--- src/rtl/dbus_lsu.sv ---
// dbus_lsu: single-outstanding RV32 load/store/LR/SC adapter feeding the shared data-bus arbiter.
// Defining DBUS_LSU_ATOMIC_EN enables the LR/SC qualifiers and SC result return.
`timescale 1ns/1ps
module dbus_lsu (
    input  logic        clk_i,
    input  logic        rst_ni,
    input  logic        req_valid_i,
    output logic        req_ready_o,
    input  logic        req_we_i,
    input  logic [2:0]  req_funct3_i,
    input  logic [31:0] req_addr_i,
    input  logic [31:0] req_wdata_i,
    input  logic        req_lr_i,
    input  logic        req_sc_i,
    output logic        resp_valid_o,
    output logic [31:0] resp_rdata_o,
    output logic        resp_err_o,
    output logic        dbus_re_o,
    output logic        dbus_we_o,
    output logic [31:0] dbus_addr_o,
    output logic [31:0] dbus_wdata_o,
    output logic [3:0]  dbus_wstrb_o,
    output logic        dbus_is_lr_o,
    output logic        dbus_is_sc_o,
    input  logic [31:0] dbus_rdata_i,
    input  logic        dbus_stall_i
);
    typedef enum logic [2:0] {IDLE, ISSUE, ACK, BUSY, RESP} state_t;

    // Request handshake: a request transfers on a cycle where req_valid_i && req_ready_o.
    state_t      state;
    logic        we_q;
    logic        sc_q;
    logic [2:0]  funct3_q;
    logic [1:0]  offset_q;
    logic        lr_req;
    logic        sc_req;
    logic        illegal;
    logic [3:0]  strb;
    logic [31:0] wdata_aligned;
    logic [31:0] rdata_shifted;
    logic [31:0] load_data;

`ifdef DBUS_LSU_ATOMIC_EN
    assign lr_req = req_lr_i;
    assign sc_req = req_sc_i;
`else
    logic unused_atomic;
    assign lr_req        = 1'b0;
    assign sc_req        = 1'b0;
    assign unused_atomic = req_lr_i ^ req_sc_i;
`endif

    // The bus is not reset with us, so a stale stall must also hold off new requests.
    assign req_ready_o = (state == IDLE) && !dbus_stall_i;

    always_comb begin
        illegal = 1'b0;
        if (req_addr_i == 32'd0)
            illegal = 1'b1;
        if (req_funct3_i == 3'b011 || req_funct3_i[2:1] == 2'b11)
            illegal = 1'b1;
        if (req_we_i && req_funct3_i[2])
            illegal = 1'b1;
        if (req_funct3_i[1:0] == 2'b01 && req_addr_i[0])
            illegal = 1'b1;
        if (req_funct3_i[1:0] == 2'b10 && req_addr_i[1:0] != 2'b00)
            illegal = 1'b1;
        if ((lr_req || sc_req) && req_funct3_i != 3'b010)
            illegal = 1'b1;
        if ((lr_req && req_we_i) || (sc_req && !req_we_i))
            illegal = 1'b1;
    end

    always_comb begin
        strb = 4'b1111;
        case (req_funct3_i[1:0])
            2'b00:   strb = 4'b0001 << req_addr_i[1:0];
            2'b01:   strb = 4'b0011 << req_addr_i[1:0];
            default: strb = 4'b1111;
        endcase
    end

    assign wdata_aligned = req_wdata_i << {req_addr_i[1:0], 3'b000};
    assign rdata_shifted = dbus_rdata_i >> {offset_q, 3'b000};

    always_comb begin
        load_data = rdata_shifted;
        case (funct3_q)
            3'b000:  load_data = {{24{rdata_shifted[7]}}, rdata_shifted[7:0]};
            3'b001:  load_data = {{16{rdata_shifted[15]}}, rdata_shifted[15:0]};
            3'b100:  load_data = {24'd0, rdata_shifted[7:0]};
            3'b101:  load_data = {16'd0, rdata_shifted[15:0]};
            default: load_data = rdata_shifted;
        endcase
    end

    always_ff @(posedge clk_i or negedge rst_ni) begin
        if (!rst_ni) begin
            state        <= IDLE;
            we_q         <= 1'b0;
            sc_q         <= 1'b0;
            funct3_q     <= 3'b000;
            offset_q     <= 2'b00;
            resp_valid_o <= 1'b0;
            resp_rdata_o <= 32'd0;
            resp_err_o   <= 1'b0;
            dbus_re_o    <= 1'b0;
            dbus_we_o    <= 1'b0;
            dbus_addr_o  <= 32'd0;
            dbus_wdata_o <= 32'd0;
            dbus_wstrb_o <= 4'b0000;
            dbus_is_lr_o <= 1'b0;
            dbus_is_sc_o <= 1'b0;
        end else begin
            case (state)
                IDLE: begin
                    if (req_valid_i && req_ready_o) begin
                        we_q     <= req_we_i;
                        sc_q     <= sc_req;
                        funct3_q <= req_funct3_i;
                        offset_q <= req_addr_i[1:0];
                        if (illegal) begin
                            resp_valid_o <= 1'b1;
                            resp_err_o   <= 1'b1;
                            resp_rdata_o <= 32'd0;
                            state        <= RESP;
                        end else begin
                            dbus_re_o    <= !req_we_i;
                            dbus_we_o    <= req_we_i;
                            dbus_addr_o  <= req_addr_i;
                            dbus_wdata_o <= req_we_i ? wdata_aligned : 32'd0;
                            dbus_wstrb_o <= req_we_i ? strb : 4'b0000;
                            dbus_is_lr_o <= lr_req;
                            dbus_is_sc_o <= sc_req;
                            state        <= ISSUE;
                        end
                    end
                end
                ISSUE: begin
                    dbus_re_o    <= 1'b0;
                    dbus_we_o    <= 1'b0;
                    dbus_addr_o  <= 32'd0;
                    dbus_wdata_o <= 32'd0;
                    dbus_wstrb_o <= 4'b0000;
                    dbus_is_lr_o <= 1'b0;
                    dbus_is_sc_o <= 1'b0;
                    state        <= ACK;
                end
                // The bus only raises stall in reaction to the pulse, so skip one cycle before looking.
                ACK: state <= BUSY;
                BUSY: begin
                    if (!dbus_stall_i) begin
                        resp_valid_o <= 1'b1;
                        resp_err_o   <= 1'b0;
                        if (we_q)
                            resp_rdata_o <= sc_q ? {31'd0, dbus_rdata_i[0]} : 32'd0;
                        else
                            resp_rdata_o <= load_data;
                        state <= RESP;
                    end
                end
                RESP: begin
                    resp_valid_o <= 1'b0;
                    resp_err_o   <= 1'b0;
                    resp_rdata_o <= 32'd0;
                    state        <= IDLE;
                end
                default: state <= IDLE;
            endcase
        end
    end
endmodule

--- config.mk ---
export PLATFORM = sky130hd
export DESIGN_NAME = dbus_lsu
export DESIGN_NICKNAME = d
export VERILOG_FILES = /design/src/rtl/dbus_lsu.sv
export SDC_FILE = /design/constraint.sdc
export NUM_CORES = 1
export LEC_CHECK = 0
export BUFFER_PORTS_ARGS = -buffer_cell sky130_fd_sc_hd__buf_2
export CORE_MARGIN = 3
export CORE_UTILIZATION = 40
export CTS_CLUSTER_SIZE = 14
export DETAILED_ROUTE_END_ITERATION = 16
export PLACE_DENSITY_LB_ADDON = 0.3
export SLEW_MARGIN = 0
export SYNTH_ARGS = -nofsm -noshare
export SYNTH_HDL_FRONTEND = slang
export SYNTH_SLANG_ARGS = --single-unit
export TNS_END_PERCENT = 100
--- constraint.sdc ---
create_clock -name clk_i -period 2.3 [get_ports clk_i]
set_input_delay 0.115 -clock clk_i [delete_from_list [all_inputs] [get_ports clk_i]]
set_output_delay 0.115 -clock clk_i [all_outputs]
set_load 0.03 [all_outputs]
Word level (Yosys, flattened, before mapping)
Cells that the tools add are included.
- reduce and logical (&&, ||, !) cells: 19
- divide/modulo/power cells: 0
- order comparisons: 0
- bitwise logic cells: 0
- muxes and demuxes: 42
- add/sub/neg operators: 0
- equality and inequality tests: 15
- multiply operators: 0
- shifts and indexed selects: 4
- operator list (operator ; count):
    2-to-1 mux 32 bit ; 9
    one-hot mux 32 bit (2 select lines) ; 2
    one-hot mux 32 bit (4 select lines) ; 1
    one-hot mux 32 bit (3 select lines) ; 1
    zero test 32 bit ; 1
    << shifter 32 x 5 -> 32 bit ; 1
    >> shifter 32 x 5 -> 32 bit ; 1
    one-hot mux 4 bit (2 select lines) ; 2
    2-to-1 mux 1 bit ; 15
    2-to-1 mux 4 bit ; 3
    one-hot mux 3 bit (4 select lines) ; 1
    == test 3 x 2 -> 1 bit, second input constant ; 3
    == test 3 bit, second input constant ; 3
    2-to-1 mux 3 bit ; 3
    == test 3 x 1 -> 1 bit, second input constant ; 2
    zero test 3 bit ; 2
    inequality test 2 bit, second input constant ; 3
    one-hot mux 1 bit (2 select lines) ; 3
    one-hot mux 1 bit (3 select lines) ; 2
    logical AND 1 bit ; 5
    == test 2 bit, second input constant ; 2
    AND reduction 2 bit ; 2
    AND reduction 4 bit ; 1
    nonzero test 2 bit ; 2
    other kinds (9) ; 10
- output and inout bits: 107
- ROM bits: 0
- memories kept: 0
- latch bits: 0
- memory bits (writable): 0
- input port bits: 106
- word-level logic and storage cells: 93
- bits in registers: 114

Longest topological paths before layout
Gate-level depths: netlist of the first run.
- depth after elaboration: 9
- depth in mapped cells: 9
- depth with buffers taken out: 5

Least setup slack after synthesis of the first run
OpenSTA, ideal clock, no wires.
- path type: register -> register
- start point: reg offset_q[1]
- end point: reg resp_rdata_o[23]
- library setup time: 0.065 ns
- arrival: 1.946 ns
- stages on the path, launching flop included: 7
- setup slack: 0.289 ns
- cells stage by stage: dfrtp_1 clkbuf_1 mux4_2 or4_1 buf_2 o21ai_0 mux2_4
- longest elaborated chain between the ends: 5
- ends and longest elaborated chain (element ; line ; text):
    from (decl) ; 35 ; logic [1:0] offset_q;
    from (signal assigned) ; 122 ; offset_q <= req_addr_i[1:0];
    >> shifter 32 x 5 -> 32 bit ; 85 ; assign rdata_shifted = dbus_rdata_i >> {offset_q, 3'b000};
    one-hot mux 32 bit (4 select lines) ; 89 ; case (funct3_q)
    2-to-1 mux 32 bit ; 156 ; if (we_q)
    2-to-1 mux 32 bit ; 153 ; if (!dbus_stall_i) begin
    one-hot mux 32 bit (3 select lines) ; 116 ; case (state)
    to (signal assigned) ; 157 ; resp_rdata_o <= sc_q ? {31'd0, dbus_rdata_i[0]} : 32'd0;
    to (signal assigned) ; 159 ; resp_rdata_o <= load_data;
    to (decl) ; 16 ; output logic [31:0] resp_rdata_o,
No other way between the ends. The select of a mux whose other input is x is not followed.
A chain may end at the register's enable or synchronous reset.

Final worst setup path of the first run
- start point: reg state[1]
- end point: reg dbus_wdata_o[27]
- longest elaborated chain between the ends: 5
- ends and longest elaborated chain (element ; line ; text):
    from (decl) ; 31 ; state_t state;
    from (signal assigned) ; 100 ; state <= IDLE;
    from (signal assigned) ; 127 ; state <= RESP;
    from (signal assigned) ; 136 ; state <= ISSUE;
    zero test 3 bit ; 55, 116 ;
    logical AND 1 bit ; 55 ; assign req_ready_o = (state == IDLE) && !dbus_stall_i;
    logical AND 1 bit ; 118 ; if (req_valid_i && req_ready_o) begin
    inequality test 2 x 1 -> 1 bit (no line) ; - ;
    AND reduction 3 bit (no line) ; - ;
    to (signal assigned) ; 132 ; dbus_wdata_o <= req_we_i ? wdata_aligned : 32'd0;
    to (decl) ; 21 ; output logic [31:0] dbus_wdata_o,
Several ways; a longest one is shown, not always the timed one.

==> reports/qor.json, run 1 <==
{
  "yosys.area.top_type": {"value": "sky130_fd_sc_hd__dfrtp_1"},
  "setup_ws": {"value": 102.2, "unit": "ps"},
  "detail_route.wl_per_cell": {"value": 17.91, "unit": "um"},
  "cts-buffers-inserted": {"value": 17},
  "clock_transition_at_path_regs": {"value": 60, "unit": "ps"},
  "drive_above_1_share": {"value": 38.84, "unit": "%"},
  "core.rowCount": {"value": 44},
  "area_of_the_core": {"value": 14640, "unit": "sq um"},
  "share_of_synthesized_registers_carrying_an_async_set_or_reset": {"value": 100.0, "unit": "%"},
  "max-cap-violations": {"value": 0},
  "seq_area": {"value": 2829, "unit": "sq um"},
  "reg2reg_to": {"value": "dbus_wdata_o[27]"},
  "synth_top_cells_by_count": {"value": "sky130_fd_sc_hd__dfrtp_1 (113), sky130_fd_sc_hd__mux2i_1 (80), sky130_fd_sc_hd__nand2_1 (60)"},
  "first_global_vias": {"value": 5638},
  "grt_first_pass_wirelength": {"value": 29090, "unit": "um"},
  "yosysMostFrequentCell": {"value": "sky130_fd_sc_hd__dfrtp_1"},
  "globalRouteOverflowTotal": {"value": 0},
  "synth_seq_cells": {"value": 113},
  "worst_ep_required_time": {"value": 2600, "unit": "ps"},
  "run_status": {"value": "completed"},
  "drt.antenna.violating_nets": {"value": 0},
  "antenna_cells_inserted": {"value": 0},
  "final_util": {"value": 58.07, "unit": "%"},
  "largest_family_of_logic_cells_by_synthesized_area": {"value": "multiplexers"},
  "synth_flop_cell": {"value": "sky130_fd_sc_hd__dfrtp_1"},
  "synth.mux.area_fraction": {"value": 24.79, "unit": "%"},
  "drt_iter0_drc": {"value": 220},
  "unrepaired_setup_endpoints_after_global_routing": {"value": "false"},
  "routed-via-count": {"value": 5460},
  "type_of_element_capturing_the_critical_path": {"value": "register"},
  "worstSetupStartpointType": {"value": "register"},
  "p_leak": {"value": 0.004433, "unit": "uW"},
  "timing.slew.headroom": {"value": 58.92, "unit": "%"},
  "synth_top_area_share": {"value": 46.88, "unit": "%"},
  "synth_compound_area_share": {"value": 9.168, "unit": "%"},
  "worstHoldPathCells": {"value": 3},
  "min_period_over_period": {"value": 95.56, "unit": "%"},
  "ir_worst_vdd": {"value": 0.9931, "unit": "mV"},
  "nNetsFinal": {"value": 953},
  "min-delay-start": {"value": "req_wdata_i[6]"},
  "antenna_violations_before_repair": {"value": 0},
  "placement.setup.worst_slack": {"value": -368.7, "unit": "ps"},
  "hold_path_end": {"value": "dbus_wdata_o[6]"},
  "place.gp.congestion": {"value": 0.8960},
  "fill_cells": {"value": 1259},
  "buffer_ports.inserted": {"value": 208},
  "area_delta_synth_final": {"value": 40.97, "unit": "%"},
  "maximum_number_of_pins_on_one_net_before_global_route_repair": {"value": 51},
  "reg_to_reg_slack_setup": {"value": 100, "unit": "ps"},
  "netlist_area": {"value": 6032, "unit": "sq um"},
  "clkSinkCount": {"value": 113},
  "finalMaxSlewViolations": {"value": 0},
  "p_per_area": {"value": 1472, "unit": "nW/um^2"},
  "die_h": {"value": 128.8, "unit": "um"},
  "critical_path.max_fanout": {"value": 32},
  "io_pins": {"value": 213},
  "yosys.area_share.simple": {"value": 12.24, "unit": "%"},
  "timing_hold_violations_final": {"value": 0},
  "yosys.area_share.xor_xnor": {"value": 0, "unit": "%"},
  "path_class": {"value": "reg2reg"},
  "synth_area_per_cell": {"value": 10.29, "unit": "sq um"},
  "yosys-top-cells-area": {"value": "sky130_fd_sc_hd__dfrtp_1 (47%), sky130_fd_sc_hd__mux2i_1 (13%), sky130_fd_sc_hd__mux2_4 (5.0%)"},
  "number_of_enable_type_register_cells_in_the_synthesized_netlist": {"value": 0},
  "first_pass_iters": {"value": 5},
  "timing.reg2reg.worst_path_depth": {"value": 6},
  "area_of_the_die": {"value": 16590, "unit": "sq um"},
  "cts_buffer_depth": {"value": 2},
  "place_hpwl": {"value": 12770, "unit": "um"},
  "insertion_delay": {"value": 420, "unit": "ps"},
  "starting_utilization_of_the_core_area": {"value": 41.19, "unit": "%"},
  "fin_skew": {"value": 6.942, "unit": "ps"},
  "detail_route.wirelength": {"value": 18700, "unit": "um"},
  "multi_input_comb_area": {"value": 2872, "unit": "sq um"},
  "clock_tree.root_cell": {"value": "sky130_fd_sc_hd__clkbuf_16"},
  "htree_num_levels": {"value": 4},
  "grt.total_usage": {"value": 22.38, "unit": "%"},
  "tightest_slew": {"value": 616.2, "unit": "ps"},
  "ys_seq_area_share": {"value": 46.88, "unit": "%"},
  "worstPathArrival": {"value": 2500, "unit": "ps"},
  "drcViolationCount": {"value": 0},
  "setup_violations": {"value": 0},
  "yosysWarnings": {"value": 0},
  "post_synth_num_cell_types": {"value": 43},
  "totalPowerFinal": {"value": 12520, "unit": "uW"},
  "synthAdderAreaFrac": {"value": 0, "unit": "%"},
  "timing.hold.worst.class": {"value": "in2reg"},
  "die_x": {"value": 128.8, "unit": "um"},
  "crit-reg2reg-launch": {"value": "state[1]"},
  "fmax": {"value": 455.0, "unit": "MHz"},
  "final.min_clock_period": {"value": 2198, "unit": "ps"},
  "vias_per_cell": {"value": 5.230},
  "tritoncts": {"value": "done"},
  "synthesis.instances": {"value": 586}
}
state kept, by name, summed over array words and instances, names as in the netlist:
register / cells
we_q: 1
dbus_addr_o: 32
dbus_we_o: 1
dbus_wdata_o: 32
funct3_q: 3
dbus_re_o: 1
resp_err_o: 1
state: 3
resp_valid_o: 1
resp_rdata_o: 32
offset_q: 2
dbus_wstrb_o: 4
cells in the final DEF, fill, tap and decap left out, drive strengths merged, types with 2 or more instances in the layout:
master	synthesis	final
conb	1	2
a211oi	31	31
a22o	1	2
nor3	4	4
a2bb2oi	1	2
buf	26	244
nor2b	19	19
nand4	2	2
mux2	53	53
dfrtp	113	113
clkbuf	19	23
nor2	39	39
inv	51	51
or3	2	2
nor4	10	10
mux2i	80	80
clkinvlp	0	2
nand3	2	2
bufinv	0	3
o21ai	21	21
o2bb2ai	2	2
or2	2	2
dlygate4sd3	0	40
or3b	2	2
nand2	60	60
clkinv	0	4
a21oi	27	27
and2	7	7
cell families after synthesis:
logic type      Yosys count
simple gates            154
buf+inv                  96
compound gates           88
flops                   113
other cells               1
mux                     134
cell type report:
| cell class | instances | share of cell area, % |
|---|---|---|
| Timing Repair Buffer | 284 | 20.75 |
| Clock buffer | 23 | 5.739 |
| Multi-Input combinational cell | 380 | 33.77 |
| Inverter | 51 | 2.251 |
| Sequential cell | 113 | 33.27 |
| Tap cell | 184 | 2.707 |
| Clock inverter | 9 | 1.516 |
timing repair:
action,CTS,global route
buffers inserted,2,4
setup endpoints to repair,78,49
hold buffers,40,0
hold endpoints to repair,84,0
gates cloned,1,1
pin swaps,1,2
gates resized for setup,3,5
through the flow:
stage | instance area (sq um) | std cells | TNS [ps] | hold WS, ps
after detailed placement | 7350 | 964 | -17840 | 175.7
after CTS | 8433 | 1039 | 0 | 2.913
after global placement | 7350 | 964 | -9358 | 172.5
after floorplan | 6036 | 587 | 0 | -180.6
final | 8503 | 1044 | 0 | 48.30
after global routing | 8503 | 1044 | 0 | 39.48
per-layer routing:
metal / GRT usage [%] / wire length (um) / up-vias
li1: - / - / 2537
met1: 26.83 / 7773 / 2668
met2: 37.80 / 9125 / 209
met3: 6.393 / 1248 / 46
met4: 9.203 / 554 / 0
met5: 0 / 0 / -
how the worst max path moves through the flow:
stage	endpoint	slack [ps]	from	cells past startpoint
after floorplan	resp_rdata_o[23]	290	offset_q[1]	6
after global placement	dbus_addr_o[10]	-190	state[1]	4
after detailed placement	dbus_addr_o[5]	-370	state[1]	6
after CTS	resp_rdata_o[16]	20	offset_q[0]	5
after global routing	dbus_wdata_o[30]	10	state[1]	6
final	dbus_wdata_o[27]	100	state[1]	6
worst max-delay path, cell delays in order (launching register included):
cell,delay (ps)
sky130_fd_sc_hd__dfrtp_1,390
sky130_fd_sc_hd__or3b_2,590
sky130_fd_sc_hd__buf_4,290
sky130_fd_sc_hd__nand2_1,130
sky130_fd_sc_hd__buf_4,280
sky130_fd_sc_hd__a211oi_1,110
sky130_fd_sc_hd__mux2_2,290
power breakdown:
group          switching (uW)  internal, uW  total [uW]
combinational            3910          2390        6300
clock                     927          1810        2740
sequential                554          2920        3470
total                    5390          7130       12500
Note: power is estimated with default switching activity, not from simulation.
==> inputs of run 2 (changes only) <==
==> constraint.sdc (replaced) <==
create_clock -name clk_i -period 1.8 [get_ports clk_i]
set_input_delay 0.18 -clock clk_i [delete_from_list [all_inputs] [get_ports clk_i]]
set_output_delay 0.18 -clock clk_i [all_outputs]
set_load 0.03 [all_outputs]
==> reports/qor.json, run 2 (synthesis results as in run 1) <==
{
  "run_status": {"value": "finished with violations"},
  "failed_checks": {"value": "setup timing"},
  "unrepaired_setup_endpoints_after_global_routing": {"value": "true"},
  "timing_hold_violations_final": {"value": 0, "change": "unchanged"},
  "cts_buffer_depth": {"value": 2, "change": "unchanged"},
  "p_leak": {"value": 0.004650, "unit": "uW", "change": "+4.9%"},
  "cts-buffers-inserted": {"value": 17, "change": "unchanged"},
  "standard_cell_area_after_detailed_placement": {"value": 7625, "unit": "sq um", "change": "+3.7%"},
  "area_of_the_die": {"value": 16590, "unit": "sq um", "change": "unchanged"},
  "grt_first_pass_wirelength": {"value": 30290, "unit": "um", "change": "+4.1%"},
  "area_of_the_core": {"value": 14640, "unit": "sq um", "change": "unchanged"},
  "clock_transition_at_path_regs": {"value": 60, "unit": "ps", "change": "about the same"},
  "type_of_element_capturing_the_critical_path": {"value": "register"},
  "detail_route.wirelength": {"value": 19330, "unit": "um", "change": "+3.4%"},
  "p_per_area": {"value": 1952, "unit": "nW/um^2", "change": "+33%"},
  "tightest_slew": {"value": 746.1, "unit": "ps", "change": "+129.9 ps"},
  "most_common_cell_after_layout_fill_and_taps_aside": {"value": "sky130_fd_sc_hd__buf_2"},
  "clkSinkCount": {"value": 113, "change": "unchanged"},
  "worstPathArrival": {"value": 2430, "unit": "ps", "change": "-70 ps"},
  "setup_ws": {"value": -275.8, "unit": "ps", "change": "-377.9 ps"},
  "final.min_clock_period": {"value": 2076, "unit": "ps", "change": "-122.1 ps"},
  "antenna_cells_inserted": {"value": 0, "change": "unchanged"},
  "place.gp.congestion": {"value": 0.9071, "change": "+1.2%"},
  "path_class": {"value": "reg2reg"},
  "insertion_delay": {"value": 420, "unit": "ps", "change": "about the same"},
  "met3RoutedLength": {"value": 1362, "unit": "um", "change": "+9.1%"},
  "fmax": {"value": 481.8, "unit": "MHz", "change": "+5.9%"},
  "io_pins": {"value": 213, "change": "unchanged"},
  "finalInstanceArea": {"value": 8949, "unit": "sq um", "change": "+5.2%"},
  "drcViolationCount": {"value": 0, "change": "unchanged"},
  "worst_ep_required_time": {"value": 2160, "unit": "ps", "change": "-440 ps"},
  "starting_utilization_of_the_core_area": {"value": 41.19, "unit": "%", "change": "unchanged"},
  "numPlacedInstances": {"value": 992, "change": "+2.9%"},
  "routed.top_layer": {"value": "met4"},
  "min_period_over_period": {"value": 115.3, "unit": "%", "change": "+20 points"},
  "drt.antenna.violating_nets": {"value": 0, "change": "unchanged"},
  "finalMaxSlewViolations": {"value": 0, "change": "unchanged"},
  "wl_met1": {"value": 7929, "unit": "um", "change": "+2.0%"},
  "antenna_violations_before_repair": {"value": 0, "change": "unchanged"},
  "largest_registers": {"value": "dbus_addr_o: 32 flops, dbus_wdata_o: 32 flops, resp_rdata_o: 32 flops"},
  "die_h": {"value": 128.8, "unit": "um", "change": "unchanged"},
  "tritoncts": {"value": "done"},
  "first_pass_iters": {"value": 4, "change": "-1"},
  "buffer_ports.inserted": {"value": 208, "change": "unchanged"},
  "grt.total_usage": {"value": 23.38, "unit": "%", "change": "+1.0 points"},
  "detail_route.wl_per_cell": {"value": 18.41, "unit": "um", "change": "+2.8%"},
  "drive_above_1_share": {"value": 48.38, "unit": "%", "change": "+9.5 points"},
  "worstSetupStartpointType": {"value": "register"},
  "drt_iter0_drc": {"value": 251, "change": "+14%"},
  "core.rowCount": {"value": 44, "change": "unchanged"},
  "fin_setup_tns": {"value": -6427, "unit": "ps", "change": "-6427 ps"},
  "globalRouteOverflowTotal": {"value": 0, "change": "unchanged"},
  "fin_skew": {"value": 4.659, "unit": "ps", "change": "-2.283 ps"},
  "clock_tree.root_cell": {"value": "sky130_fd_sc_hd__clkbuf_16"},
  "maximum_number_of_pins_on_one_net_before_global_route_repair": {"value": 40, "change": "-22%"},
  "ir_worst_vdd": {"value": 1.028, "unit": "mV", "change": "+3.5%"},
  "critical_path.max_fanout": {"value": 8, "change": "-75%"},
  "nNetsFinal": {"value": 959, "change": "+0.63%"},
  "first_global_vias": {"value": 5749, "change": "+2.0%"},
  "setup_violations": {"value": 79, "change": "+79"},
  "max-cap-violations": {"value": 0, "change": "unchanged"},
  "layout.cells.most_common_list": {"value": "sky130_fd_sc_hd__buf_2 (206), sky130_fd_sc_hd__dfrtp_1 (111), sky130_fd_sc_hd__mux2i_1 (77)"},
  "fin_hold_ws": {"value": 23.97, "unit": "ps", "change": "-24.33 ps"},
  "area_delta_synth_final": {"value": 48.35, "unit": "%"},
  "route.met2.wl": {"value": 9732, "unit": "um", "change": "+6.7%"},
  "die_x": {"value": 128.8, "unit": "um", "change": "unchanged"},
  "htree_num_levels": {"value": 4, "change": "unchanged"},
  "final_cell_count_no_fill": {"value": 1050, "change": "+0.57%"},
  "routed-via-count": {"value": 5415, "change": "-0.82%"},
  "timing.slew.headroom": {"value": 50.16, "unit": "%", "change": "-8.8 points"},
  "vias_per_cell": {"value": 5.157, "change": "-1.4%"},
  "timing.hold.worst.class": {"value": "in2reg"},
  "place_hpwl": {"value": 13350, "unit": "um", "change": "+4.6%"},
  "totalPowerFinal": {"value": 17470, "unit": "uW", "change": "+40%"}
}
run 2: changes by cell type in the layout (fill, tap and decap cells not counted), moves of 5 or more:
cell / before / now
sky130_fd_sc_hd__dlygate4sd3_1: 40 / 1
sky130_fd_sc_hd__mux2_4: 20 / 51
sky130_fd_sc_hd__mux2_2: 24 / 1
sky130_fd_sc_hd__buf_4: 33 / 52
sky130_fd_sc_hd__buf_6: 0 / 15
sky130_fd_sc_hd__o21ai_0: 21 / 7
sky130_fd_sc_hd__o21ai_1: 0 / 9
sky130_fd_sc_hd__a21oi_1: 27 / 19
sky130_fd_sc_hd__a21oi_2: 0 / 8
sky130_fd_sc_hd__mux2_1: 9 / 1
sky130_fd_sc_hd__buf_12: 4 / 11
sky130_fd_sc_hd__o21ai_2: 0 / 5
run 2: final timing paths:
kind,startpoint,endpoint,slack (ps),cells after the start
worst min register to register,resp_valid_o,resp_valid_o,480,1
worst max register to register,offset_q[0],resp_rdata_o[18],-280,5
min in group asynchronous,rst_ni,resp_rdata_o[16],280,2
worst max-delay path,offset_q[0],resp_rdata_o[18],-280,5
max in group asynchronous,rst_ni,offset_q[0],790,3
worst min-delay path,req_addr_i[6],dbus_addr_o[6],20,3
run 2: layer usage:
metal | global-route usage, % | vias to the layer above
li1 | - | 2541
met1 | 28.53 | 2645
met2 | 40.03 | 203
met3 | 6.434 | 26
met4 | 7.721 | 0
met5 | 0 | -
run 2: repair_timing:
action                                  in CTS  in global routing
pin swaps                                    6                 10
cloned                                       7                  2
hold buffers                                 1                  0
endpoints found under the setup margin     103                101
resized for setup                           82                 40
setup buffers                               17                  4
endpoints found under the hold margin       33                  0
run 2: worst max-delay path, stage by stage, from the launching register on:
cell                      delay [ps]
sky130_fd_sc_hd__dfrtp_2         460
sky130_fd_sc_hd__mux2i_1         160
sky130_fd_sc_hd__mux4_2          490
sky130_fd_sc_hd__or4_4           630
sky130_fd_sc_hd__o21ai_2         110
sky130_fd_sc_hd__mux2_4          170
run 2: cell type report:
class                      count  area (sq um)
inverter                      51         191.4
clock buffer                  17         425.4
multi-input combinational    379          3162
clock inverter                15         158.9
tap                          184         230.2
timing repair buffer         291          1951
fill                        1211          5695
sequential                   113          2830
run 2: power by group:
part	total (uW)	switching [uW]	internal, uW
registers	4480	753	3730
clock network	3340	1290	2050
logic	9640	5470	4170
run 2: per-stage QoR:
stage          setup WS (ps)  util [%]
2_1_floorplan         -165.5         -
3_3_place_gp          -471.6     52.07
6_report              -275.8     61.11
5_1_grt               -348.4     61.11
3_5_place_dp          -598.8     52.07
4_1_cts               -240.7     60.18
